**config.mk**
```make
export PLATFORM = sky130hd
export DESIGN_NAME = if_fetch_ctrl
export DESIGN_NICKNAME = d
export VERILOG_FILES = /design/src/rtl/if_fetch_ctrl_pkg.sv /design/src/rtl/if_byte_assembler.sv /design/src/rtl/if_fetch_ctrl.sv
export SDC_FILE = /design/constraint.sdc
export NUM_CORES = 1
export LEC_CHECK = 0
export CAP_MARGIN = 10
export CORE_AREA = 2 2 96 98
export DETAILED_ROUTE_END_ITERATION = 6
export DIE_AREA = 0 0 98 100
export PLACE_DENSITY = 0.67
export RECOVER_POWER = 50
export SYNTH_ARGS = -nofsm -noshare
export SYNTH_HDL_FRONTEND = slang
export SYNTH_SLANG_ARGS = --single-unit
```
**constraint.sdc**
```tcl
create_clock -name clk -period 6 [get_ports clk]
set_clock_uncertainty 0.1 [all_clocks]
set_input_delay 0.6 -clock clk [delete_from_list [all_inputs] [get_ports clk]]
set_output_delay 0.6 -clock clk [all_outputs]
set_load 0.01 [all_outputs]
```
**src/rtl/if_fetch_ctrl_pkg.sv**
```systemverilog
// Shared constants and types for the instruction-fetch responder.
// Latency: none (declarations only).
// Backpressure: n/a.
package if_fetch_ctrl_pkg;

  // Fetch controller states.
  typedef enum logic [1:0] {
    IDLE  = 2'd0,
    FETCH = 2'd1,
    DONE  = 2'd2
  } fetch_state_t;

  // Stall-request encoding toward the stall controller.
  localparam logic STOP         = 1'b1;
  localparam logic NO_STOP      = 1'b0;

  // Chip-enable encoding from the PC register.
  localparam logic CHIP_ENABLE  = 1'b1;
  localparam logic CHIP_DISABLE = 1'b0;

  // Instruction geometry: a 32-bit word fetched as four bytes.
  localparam int FETCH_INST_W = 32;
  localparam int FETCH_BYTES  = 4;
  localparam int BYTE_CNT_W   = 2;   // counts received bytes 0..3
  localparam int ISSUE_CNT_W  = 3;   // counts issued reads 0..4

endpackage

```
**src/rtl/if_byte_assembler.sv**
```systemverilog
// Collects four little-endian bytes into one instruction word.
// Latency: word_next is combinational; the stored word updates on the capture edge.
// Backpressure: none; the caller only asserts cap when a byte is on din.
//
// Ports: clk, rst (async active-low), clr (restart assembly), cap (capture din),
//        din (memory byte), last (this capture completes the word),
//        word_next (stored word with din inserted at the current byte slot).
module if_byte_assembler
  import if_fetch_ctrl_pkg::*;
#(
  parameter int INST_W = FETCH_INST_W
) (
  input  logic              clk,
  input  logic              rst,
  input  logic              clr,
  input  logic              cap,
  input  logic [7:0]        din,
  output logic              last,
  output logic [INST_W-1:0] word_next
);

  logic [BYTE_CNT_W-1:0] recv_cnt;
  logic [INST_W-1:0]     word_q;

  // The finished word is taken from word_next on the final capture, so the
  // caller never has to wait an extra cycle for the stored copy.
  always_comb begin
    word_next                   = word_q;
    word_next[8*recv_cnt +: 8]  = din;
  end

  assign last = cap && (recv_cnt == BYTE_CNT_W'(FETCH_BYTES - 1));

  always_ff @(posedge clk or negedge rst) begin
    if (!rst) begin
      recv_cnt <= '0;
      word_q   <= '0;
    end else if (clr) begin
      recv_cnt <= '0;
      word_q   <= '0;
    end else if (cap) begin
      recv_cnt <= recv_cnt + BYTE_CNT_W'(1);
      word_q   <= word_next;
    end
  end

endmodule

```
**src/rtl/if_fetch_ctrl.sv**
```systemverilog
// Fetches a 32-bit instruction at pc_i as four byte reads and holds the PC via stallreq_o.
// Latency: inst_valid_o six cycles after IDLE, plus one per busy issue cycle (one cycle on a buffer hit).
// Backpressure: mem_busy_i holds the issue counter; in-flight bytes are still captured.
//
// Ports: clk, rst (async active-low), pc_i, ce_i, flush_i, mem_busy_i, mem_din_i
//        -> mem_a_o, mem_rd_o, inst_o, inst_valid_o, stallreq_o.
// Build option: define IF_FETCH_BUF_EN for a one-entry last-fetch buffer.
module if_fetch_ctrl
  import if_fetch_ctrl_pkg::*;
#(
  parameter int ADDR_W = 17,
  parameter int INST_W = FETCH_INST_W
) (
  input  logic              clk,
  input  logic              rst,
  input  logic [31:0]       pc_i,
  input  logic              ce_i,
  input  logic              flush_i,
  input  logic              mem_busy_i,
  input  logic [7:0]        mem_din_i,
  output logic [ADDR_W-1:0] mem_a_o,
  output logic              mem_rd_o,
  output logic [INST_W-1:0] inst_o,
  output logic              inst_valid_o,
  output logic              stallreq_o
);

  fetch_state_t            state_q, state_d;
  logic [ISSUE_CNT_W-1:0]  issue_q, issue_d;
  logic                    rd_pend_q;   // a read was issued last cycle; its byte is on mem_din_i now
  logic [INST_W-1:0]       inst_q;
  logic                    abort;
  logic                    asm_clr, asm_cap, asm_last;
  logic [INST_W-1:0]       asm_word;
  logic                    load_fetch, load_hit;
  logic                    buf_hit;
  logic [INST_W-1:0]       hit_data;
  logic [ADDR_W-1:0]       issue_addr;

  // Dropping chip-enable mid-fetch is treated exactly like a flush.
  assign abort      = flush_i || (ce_i == CHIP_DISABLE);
  assign issue_addr = pc_i[ADDR_W-1:0] + ADDR_W'(issue_q);

`ifdef IF_FETCH_BUF_EN
  logic              buf_valid;
  logic [31:0]       buf_tag;
  logic [INST_W-1:0] buf_data;

  // Flushes leave the buffer alone: its contents stay correct for its tag.
  always_ff @(posedge clk or negedge rst) begin
    if (!rst) begin
      buf_valid <= 1'b0;
      buf_tag   <= '0;
      buf_data  <= '0;
    end else if (load_fetch) begin
      buf_valid <= 1'b1;
      buf_tag   <= pc_i;
      buf_data  <= asm_word;
    end
  end

  assign buf_hit  = buf_valid && (buf_tag == pc_i);
  assign hit_data = buf_data;
`else
  logic unused_pc_hi;

  assign buf_hit      = 1'b0;
  assign hit_data     = '0;
  assign unused_pc_hi = ^pc_i[31:ADDR_W];
`endif

  if_byte_assembler #(
    .INST_W (INST_W)
  ) u_asm (
    .clk       (clk),
    .rst       (rst),
    .clr       (asm_clr),
    .cap       (asm_cap),
    .din       (mem_din_i),
    .last      (asm_last),
    .word_next (asm_word)
  );

  always_comb begin
    state_d      = state_q;
    issue_d      = issue_q;
    mem_rd_o     = 1'b0;
    mem_a_o      = '0;
    asm_clr      = 1'b0;
    asm_cap      = 1'b0;
    load_fetch   = 1'b0;
    load_hit     = 1'b0;
    inst_valid_o = 1'b0;

    unique case (state_q)
      IDLE: begin
        if (!abort) begin
          asm_clr = 1'b1;
          issue_d = '0;
          if (buf_hit) begin
            state_d  = DONE;
            load_hit = 1'b1;
          end else begin
            state_d  = FETCH;
          end
        end
      end

      FETCH: begin
        // Abort wins over both issue and capture; the pending byte is dropped.
        if (abort) begin
          state_d = IDLE;
          issue_d = '0;
          asm_clr = 1'b1;
        end else begin
          if ((issue_q < ISSUE_CNT_W'(FETCH_BYTES)) && !mem_busy_i) begin
            mem_rd_o = 1'b1;
            mem_a_o  = issue_addr;
            issue_d  = issue_q + ISSUE_CNT_W'(1);
          end
          if (rd_pend_q) begin
            asm_cap = 1'b1;
            if (asm_last) begin
              state_d    = DONE;
              load_fetch = 1'b1;
            end
          end
        end
      end

      DONE: begin
        state_d      = IDLE;
        issue_d      = '0;
        asm_clr      = 1'b1;
        inst_valid_o = !abort;
      end

      default: begin
        state_d = IDLE;
        issue_d = '0;
        asm_clr = 1'b1;
      end
    endcase
  end

  always_ff @(posedge clk or negedge rst) begin
    if (!rst) begin
      state_q   <= IDLE;
      issue_q   <= '0;
      rd_pend_q <= 1'b0;
    end else begin
      state_q   <= state_d;
      issue_q   <= issue_d;
      rd_pend_q <= mem_rd_o;
    end
  end

  // inst_o only changes on entry to DONE, so it holds the last word otherwise.
  always_ff @(posedge clk or negedge rst) begin
    if (!rst) begin
      inst_q <= '0;
    end else if (load_fetch) begin
      inst_q <= asm_word;
    end else if (load_hit) begin
      inst_q <= hit_data;
    end
  end

  assign inst_o = inst_q;

  // Gated by rst so the stall request drops immediately while reset is held.
  assign stallreq_o = (rst && (ce_i == CHIP_ENABLE) && (state_q != DONE) && !flush_i)
                      ? STOP : NO_STOP;

endmodule

```
==> results of run 1 <==
[stage by stage]
step                power [mW]  util (%)
finish                   0.855      49.9
global route             0.896      49.9
CTS                      0.867      49.9
detailed placement       0.510      47.8
global placement         0.509      47.8
floorplan                0.470         -
[cell families after synthesis]
logic type      after synthesis  share of synthesized area, %
fa+ha+maj                    10                          3.84
flops                        64                          46.4
xor+xnor                     11                          2.79
buf+inv                      37                          5.51
simple gates                153                          23.4
compound gates              102                          18.1
[worst max-delay path, stage by stage]
cell	delay (ns)
dlygate4sd3_1	0.54
nor2b_1	0.82
nand4b_2	0.56
nor3_1	0.37
clkdlybuf4s50_1	0.58
[routing by layer]
| layer | vias up | wire length (um) |
|---|---|---|
| met5 | - | 0 |
| li1 | 1439 | - |
| met4 | 0 | 71 |
| met1 | 1409 | 3940 |
| met3 | 6 | 326 |
| met2 | 62 | 3730 |
[synthesized netlist by cell type, types with 2 or more instances]
| cell type | number | area (um^2) |
|---|---|---|
| dfrtp_1 | 64 | 1600 |
| nor2_1 | 39 | 146 |
| nand2_1 | 37 | 139 |
| a21oi_1 | 35 | 175 |
| o21ai_0 | 32 | 160 |
| nor2b_1 | 26 | 163 |
| a22oi_1 | 24 | 180 |
| clkbuf_1 | 13 | 48.8 |
| nand3_1 | 12 | 60.1 |
| ha_1 | 9 | 113 |
| buf_2 | 8 | 40.0 |
| inv_1 | 7 | 26.3 |
| xor2_1 | 7 | 61.3 |
| buf_4 | 6 | 45.0 |
| and3_1 | 5 | 31.3 |
| and2_1 | 4 | 25.0 |
| or3_1 | 4 | 25.0 |
| xnor2_1 | 4 | 35.0 |
| a22o_1 | 3 | 26.3 |
| and4bb_2 | 3 | 37.5 |
| nand4_1 | 3 | 18.8 |
| nor3_1 | 3 | 15.0 |
| o211ai_1 | 3 | 22.5 |
| nand2b_1 | 2 | 12.5 |
| nand3b_1 | 2 | 15.0 |
[area by class of cell]
| class | count | share of cell area (%) |
|---|---|---|
| Timing Repair Buffer | 83 | 18.5 |
| Multi-Input combinational cell | 276 | 37.4 |
| Clock inverter | 4 | 1.02 |
| Inverter | 7 | 0.593 |
| Clock buffer | 11 | 3.19 |
| Sequential cell | 64 | 36.1 |
| Tap cell | 111 | 3.13 |
[placed cells by master, fill, tap and decap left out, types with 4 or more instances in the layout]
| master | netlist | final |
|---|---|---|
| nor2b_1 | 26 | 27 |
| clkbuf_8 | 1 | 10 |
| and3_1 | 5 | 5 |
| clkdlybuf4s50_1 | 0 | 56 |
| xnor2_1 | 4 | 4 |
| inv_1 | 7 | 7 |
| dfrtp_1 | 64 | 64 |
| or3_1 | 4 | 4 |
| xor2_1 | 7 | 7 |
| o21ai_0 | 32 | 32 |
| nand2_1 | 37 | 37 |
| nor2_1 | 39 | 39 |
| nand3_1 | 12 | 12 |
| dlygate4sd3_1 | 0 | 24 |
| ha_1 | 9 | 9 |
| a22oi_1 | 24 | 24 |
| a21oi_1 | 35 | 35 |
[worst max path at each step]
| stage | from | end | slack, ns |
|---|---|---|---|
| 2_1_floorplan | pc_i[0] | mem_a_o[16] | 3.11 |
| 3_3_place_gp | pc_i[0] | mem_a_o[12] | 2.06 |
| 3_5_place_dp | pc_i[0] | mem_a_o[12] | 1.98 |
| 4_1_cts | pc_i[0] | mem_a_o[12] | 1.97 |
| 5_1_grt | ce_i | mem_a_o[2] | 1.65 |
| 6_report | ce_i | mem_a_o[2] | 1.81 |
[power by group through the flow]
stage	combinational (mW)	sequential [mW]	clock, mW
final	0.0672	0.434	0.354
after global routing	0.0736	0.434	0.389
after CTS	0.0684	0.434	0.365
after detailed placement	0.0682	0.442	0
after global placement	0.0670	0.442	0
after floorplan	0.0287	0.441	0
[state kept, by name (all words and copies together) (netlist names)]
name and flops:
issue_q 3, rd_pend_q 1, u_asm.word_q 24, state_q 2, u_asm.recv_cnt 2, inst_o 32
==> impl_metrics.yaml, run 1 <==
floorplan:
  io_pins: 97
  num_rows: 35
  die_width_um: 98
  coreArea_mm2: 0.00889
  die_area_mm2: 0.00980
  start_util_pct: 38.8
  die_h_um: 100
pwr:
  seqPwrFrac_pct: 50.7
  p_comb_share_pct: 7.9
  p_leak_nw: 1.97
  intPower_uw: 659
  pwr-share-clk_pct: 41.4
  peakVddDrop_uv: 94.5
  sw_frac_of_total_pct: 22.9
  p_sw_uw: 196
  power_density_mw_per_mm2: 193
routing:
  wl_per_cell_um: 14.5
  via_per_inst: 5.24
  drcViolationCount: 0
  drt_first_pass_iters: 4
  ant_nets: 0
  vias: 2916
  routed_wl_um: 8070
  drt_iter0_drc: 143
sta:
  rsz0062_at_grt: "no"
  setup-violations-final: 0
  setup_ws_ns: 1.81
  tightest_slew_ns: 1.10
  final-max-slew-violation-count: 0
  fin_crit_sh_pct: 69.9
  setup_tns_ns: 0
  fmax_ghz: 0.238
  hold_violations: 0
  slew_headroom_pct: 26.4
  min_period_ns: 4.19
  hold_slack_ns: 0.337
global_routing:
  gr-usage-met1_pct: 24.2
  antenna_found_initial: 0
  grt_start_max_net_pins: 66
  grt_overflow: 0
  grt-busiest-layer: "met2"
  grt_pass1_vias: 2765
  grt_pass1_wl_um: 13700
  grt_use_met2_pct: 27.0
  grt_use_met3_pct: 3.34
  grt_use_total_pct: 17.2
worst_hold_path:
  min_path_type: "in2async"
placement:
  dpl.cell_count: 541
  port_buffers: 81
  dp_slack_ns: 1.98
  place_congestion: 0.802
  place_area_mm2: 0.00425
  place_hpwl_um: 5650
clock_network:
  cts_resized: 0
  cts_tree: "done"
  cts_setup_buffers: 0
  clk_pin_slew_ns: 0.07
  htree_num_levels: 3
  clockBufferDepth: 2
  numClockSinks: 64
  cts_hold_buf: 0
  cts_inserted_buffers: 9
  clk_latency_ns: 0.33
  clock-root-buffer: "clkbuf_8"
yosys:
  ys_seq_area_share_pct: 46.4
  synth_cell_types: 47
  synth.avg_cell_area_um2: 9.16
  synth_ff_type: "dfrtp_1"
  netlist_instances: 377
  synth-async-reset-ratio_pct: 100
  synth_warnings: 0
  syn-cell-area_mm2: 0.00345
  synth_edf_count: 0
  synth-seq-cells: 64
  synthesis.nets: 432
setup_path:
  crit_path_start_kind: "input pin"
  required_ns: 5.30
  r2r_setup_slack_ns: 3.81
  cp_max_fo: 17
  worstRegToRegCells: 6
  cp-end-kind: "primary output"
  reg2reg_from: "u_asm.recv_cnt[0]$_DFFE_PN0P_"
  crit_type: "in2out"
  regToRegEndpoint: "u_asm.word_q[23]$_DFFE_PN0P_"
  cp.arrival_ns: 3.49
finish:
  fill_cells: 852
  final_area_mm2: 0.00443
  drive_above_1_share_pct: 6.29
  final_nets: 496
  area_growth_pct: 28.4
  final_cell_count_no_fill: 556
  antenna_cells: 0
  final-seq-area_mm2: 0.00160
  multiInputGateArea_mm2: 0.00166
run_status:
  outcome: "complete, no violations"
run:
  maxCapViolCount: 0
Power figures use the tool's default switching activity.
==> inputs of run 2 (changes only) <==
==> constraint.sdc (replaced) <==
create_clock -name clk -period 4.1 [get_ports clk]
set_clock_uncertainty 0.1 [all_clocks]
set_input_delay 0.41 -clock clk [delete_from_list [all_inputs] [get_ports clk]]
set_output_delay 0.41 -clock clk [all_outputs]
set_load 0.01 [all_outputs]
==> run 2 against run 1 <==
Effect of this change: worst hold slack better by 0.036 ns; global-route usage is 0.35 points higher; the flow now finishes with violations (max-capacitance violations, max-slew violations); highest routed layer unchanged; routed wire length is 4.5% higher; non-clock buffer count is 2 higher; via count is 1.8% higher; largest power group unchanged; count of clock-buffer cells in the layout is 3 higher; power is 54% higher.
==> impl_metrics.yaml, run 2 (synthesis results as in run 1) <==
floorplan:
  io_pins: 97
  coreArea_mm2: 0.00889
  die_h_um: 100
  num_rows: 35
  die_width_um: 98
  start_util_pct: 38.8
  die_area_mm2: 0.00980
routing:
  wl_per_cell_um: 15.1
  ant_nets: 0
  drcViolationCount: 0
  vias: 2969
  routed_wl_um: 8430
  via_per_inst: 5.31
  drt_first_pass_iters: 4
  drt_iter0_drc: 205
setup_path:
  crit_path_start_kind: "input pin"
  reg2reg_from: "state_q[1]$_DFFE_PN0P_"
  cp.arrival_ns: 3.11
  worstRegToRegCells: 4
  required_ns: 3.59
  crit_type: "in2out"
  cp_max_fo: 6
  cp-startpoint: "pc_i[0]"
  regToRegEndpoint: "inst_o[18]$_DFFE_PN0P_"
  worstSetupEndpoint: "mem_a_o[16]"
  r2r_setup_slack_ns: 1.53
  cp-end-kind: "primary output"
clock_network:
  htree_num_levels: 3
  cts_tree: "done"
  clk_latency_ns: 0.34
  clk_pin_slew_ns: 0.07
  clockBufferDepth: 2
  numClockSinks: 64
  cts_setup_buffers: 0
  cts_inserted_buffers: 9
  cts_hold_buf: 0
  cts_resized: 0
  clock-root-buffer: "clkbuf_8"
finish:
  final_cell_mix: "dfrtp_1 (64), clkdlybuf4s50_1 (57), nor2_1 (39)"
  final_nets: 498
  area_growth_pct: 29.3
  antenna_cells: 0
  final_cell_count_no_fill: 559
  final_common_cell: "dfrtp_1"
  drive_above_1_share_pct: 6.25
  largest_register_ffs: 32
  final_util_pct: 50.2
placement:
  dpl.cell_count: 543
  place_congestion: 0.812
  port_buffers: 81
  place_hpwl_um: 5930
global_routing:
  grt_pass1_vias: 2826
  grt_use_total_pct: 17.6
  antenna_found_initial: 0
  grt_start_max_net_pins: 65
  grt_pass1_wl_um: 14000
  grt_overflow: 0
sta:
  final-max-slew-violation-count: 65
  fmax_ghz: 0.276
  setup_tns_ns: 0
  rsz0062_at_grt: "no"
  slew_headroom_pct: -5.01
  hold_violations: 0
  fin_crit_sh_pct: 88.2
  tightest_slew_ns: 1.58
  min_period_ns: 3.62
  setup-violations-final: 0
pwr:
  peakVddDrop_uv: 171
  power_density_mw_per_mm2: 295
  p_leak_nw: 1.97
worst_hold_path:
  min_path_type: "reg2reg"
run:
  maxCapViolCount: 1
run_status:
  outcome: "finished, violations left"
  failed_checks: "max-capacitance violations, max-slew violations"
[run 2: cell count changes in the layout (fill, tap and decap cells not counted), sizes merged]
cell / before / now
clkdlybuf4s50: 56 / 57
clkbuf: 11 / 17
buf: 3 / 2
dlygate4sd3: 24 / 23
clkinv: 3 / 1
[run 2: metrics by stage]
step / total power [mW] / instance area (um^2) / hold slack, ns / worst slack [ns]
final: 1.32 / 4470 / 0.373 / 0.483
after global routing: 1.37 / 4470 / 0.405 / 0.311
after CTS: 1.33 / 4480 / 0.268 / 0.482
after detailed placement: 0.748 / 4260 / 0.368 / 0.476
after global placement: 0.746 / 4260 / 0.353 / 0.550
after floorplan: 0.688 / 3450 / 0.0144 / 1.59
[run 2: area by class of cell]
cell class              instances  area (um^2)
clock buffers                  14          183
clock inverters                 2         35.0
fillers                       836         4420
inverters                       7         26.3
multi-input cells             276         1650
flip-flops and latches         64         1600
well taps                     111          139
repair buffers                 85          828
[run 2: power by group]
part	switching, mW	internal, mW	leakage (nW)
sequential	0.00209	0.633	0.893
combinational	0.0584	0.0407	0.963
clock	0.237	0.347	0.113
[run 2: worst max-delay path, cell delays in order]
cell and delay [ns]:
clkdlybuf4s50_1 0.46, ha_1 0.20, inv_1 0.07, fa_1 0.37
and2b_1 0.31, o211ai_1 0.18, or3_1 0.38, a21oi_1 0.15
clkdlybuf4s50_1 0.57
[run 2: worst min path at each step]
stage | slack, ns | cells after the start | start | endpoint
floorplan | 0.01 | 0 | rst | inst_o[0]$_DFFE_PN0P_
detailed placement | 0.37 | 2 | inst_o[29]$_DFFE_PN0P_ | inst_o[29]$_DFFE_PN0P_
CTS | 0.27 | 2 | rst | inst_o[5]$_DFFE_PN0P_
finish | 0.37 | 2 | inst_o[29]$_DFFE_PN0P_ | inst_o[29]$_DFFE_PN0P_
global placement | 0.35 | 2 | inst_o[29]$_DFFE_PN0P_ | inst_o[29]$_DFFE_PN0P_
global route | 0.40 | 2 | inst_o[25]$_DFFE_PN0P_ | inst_o[25]$_DFFE_PN0P_
[run 2: metal layers]
metal / routed length (um) / GRT usage, %
met4: 206 / 8.01
met3: 458 / 3.55
met5: 0 / 0
met1: 3830 / 24.1
met2: 3930 / 27.0
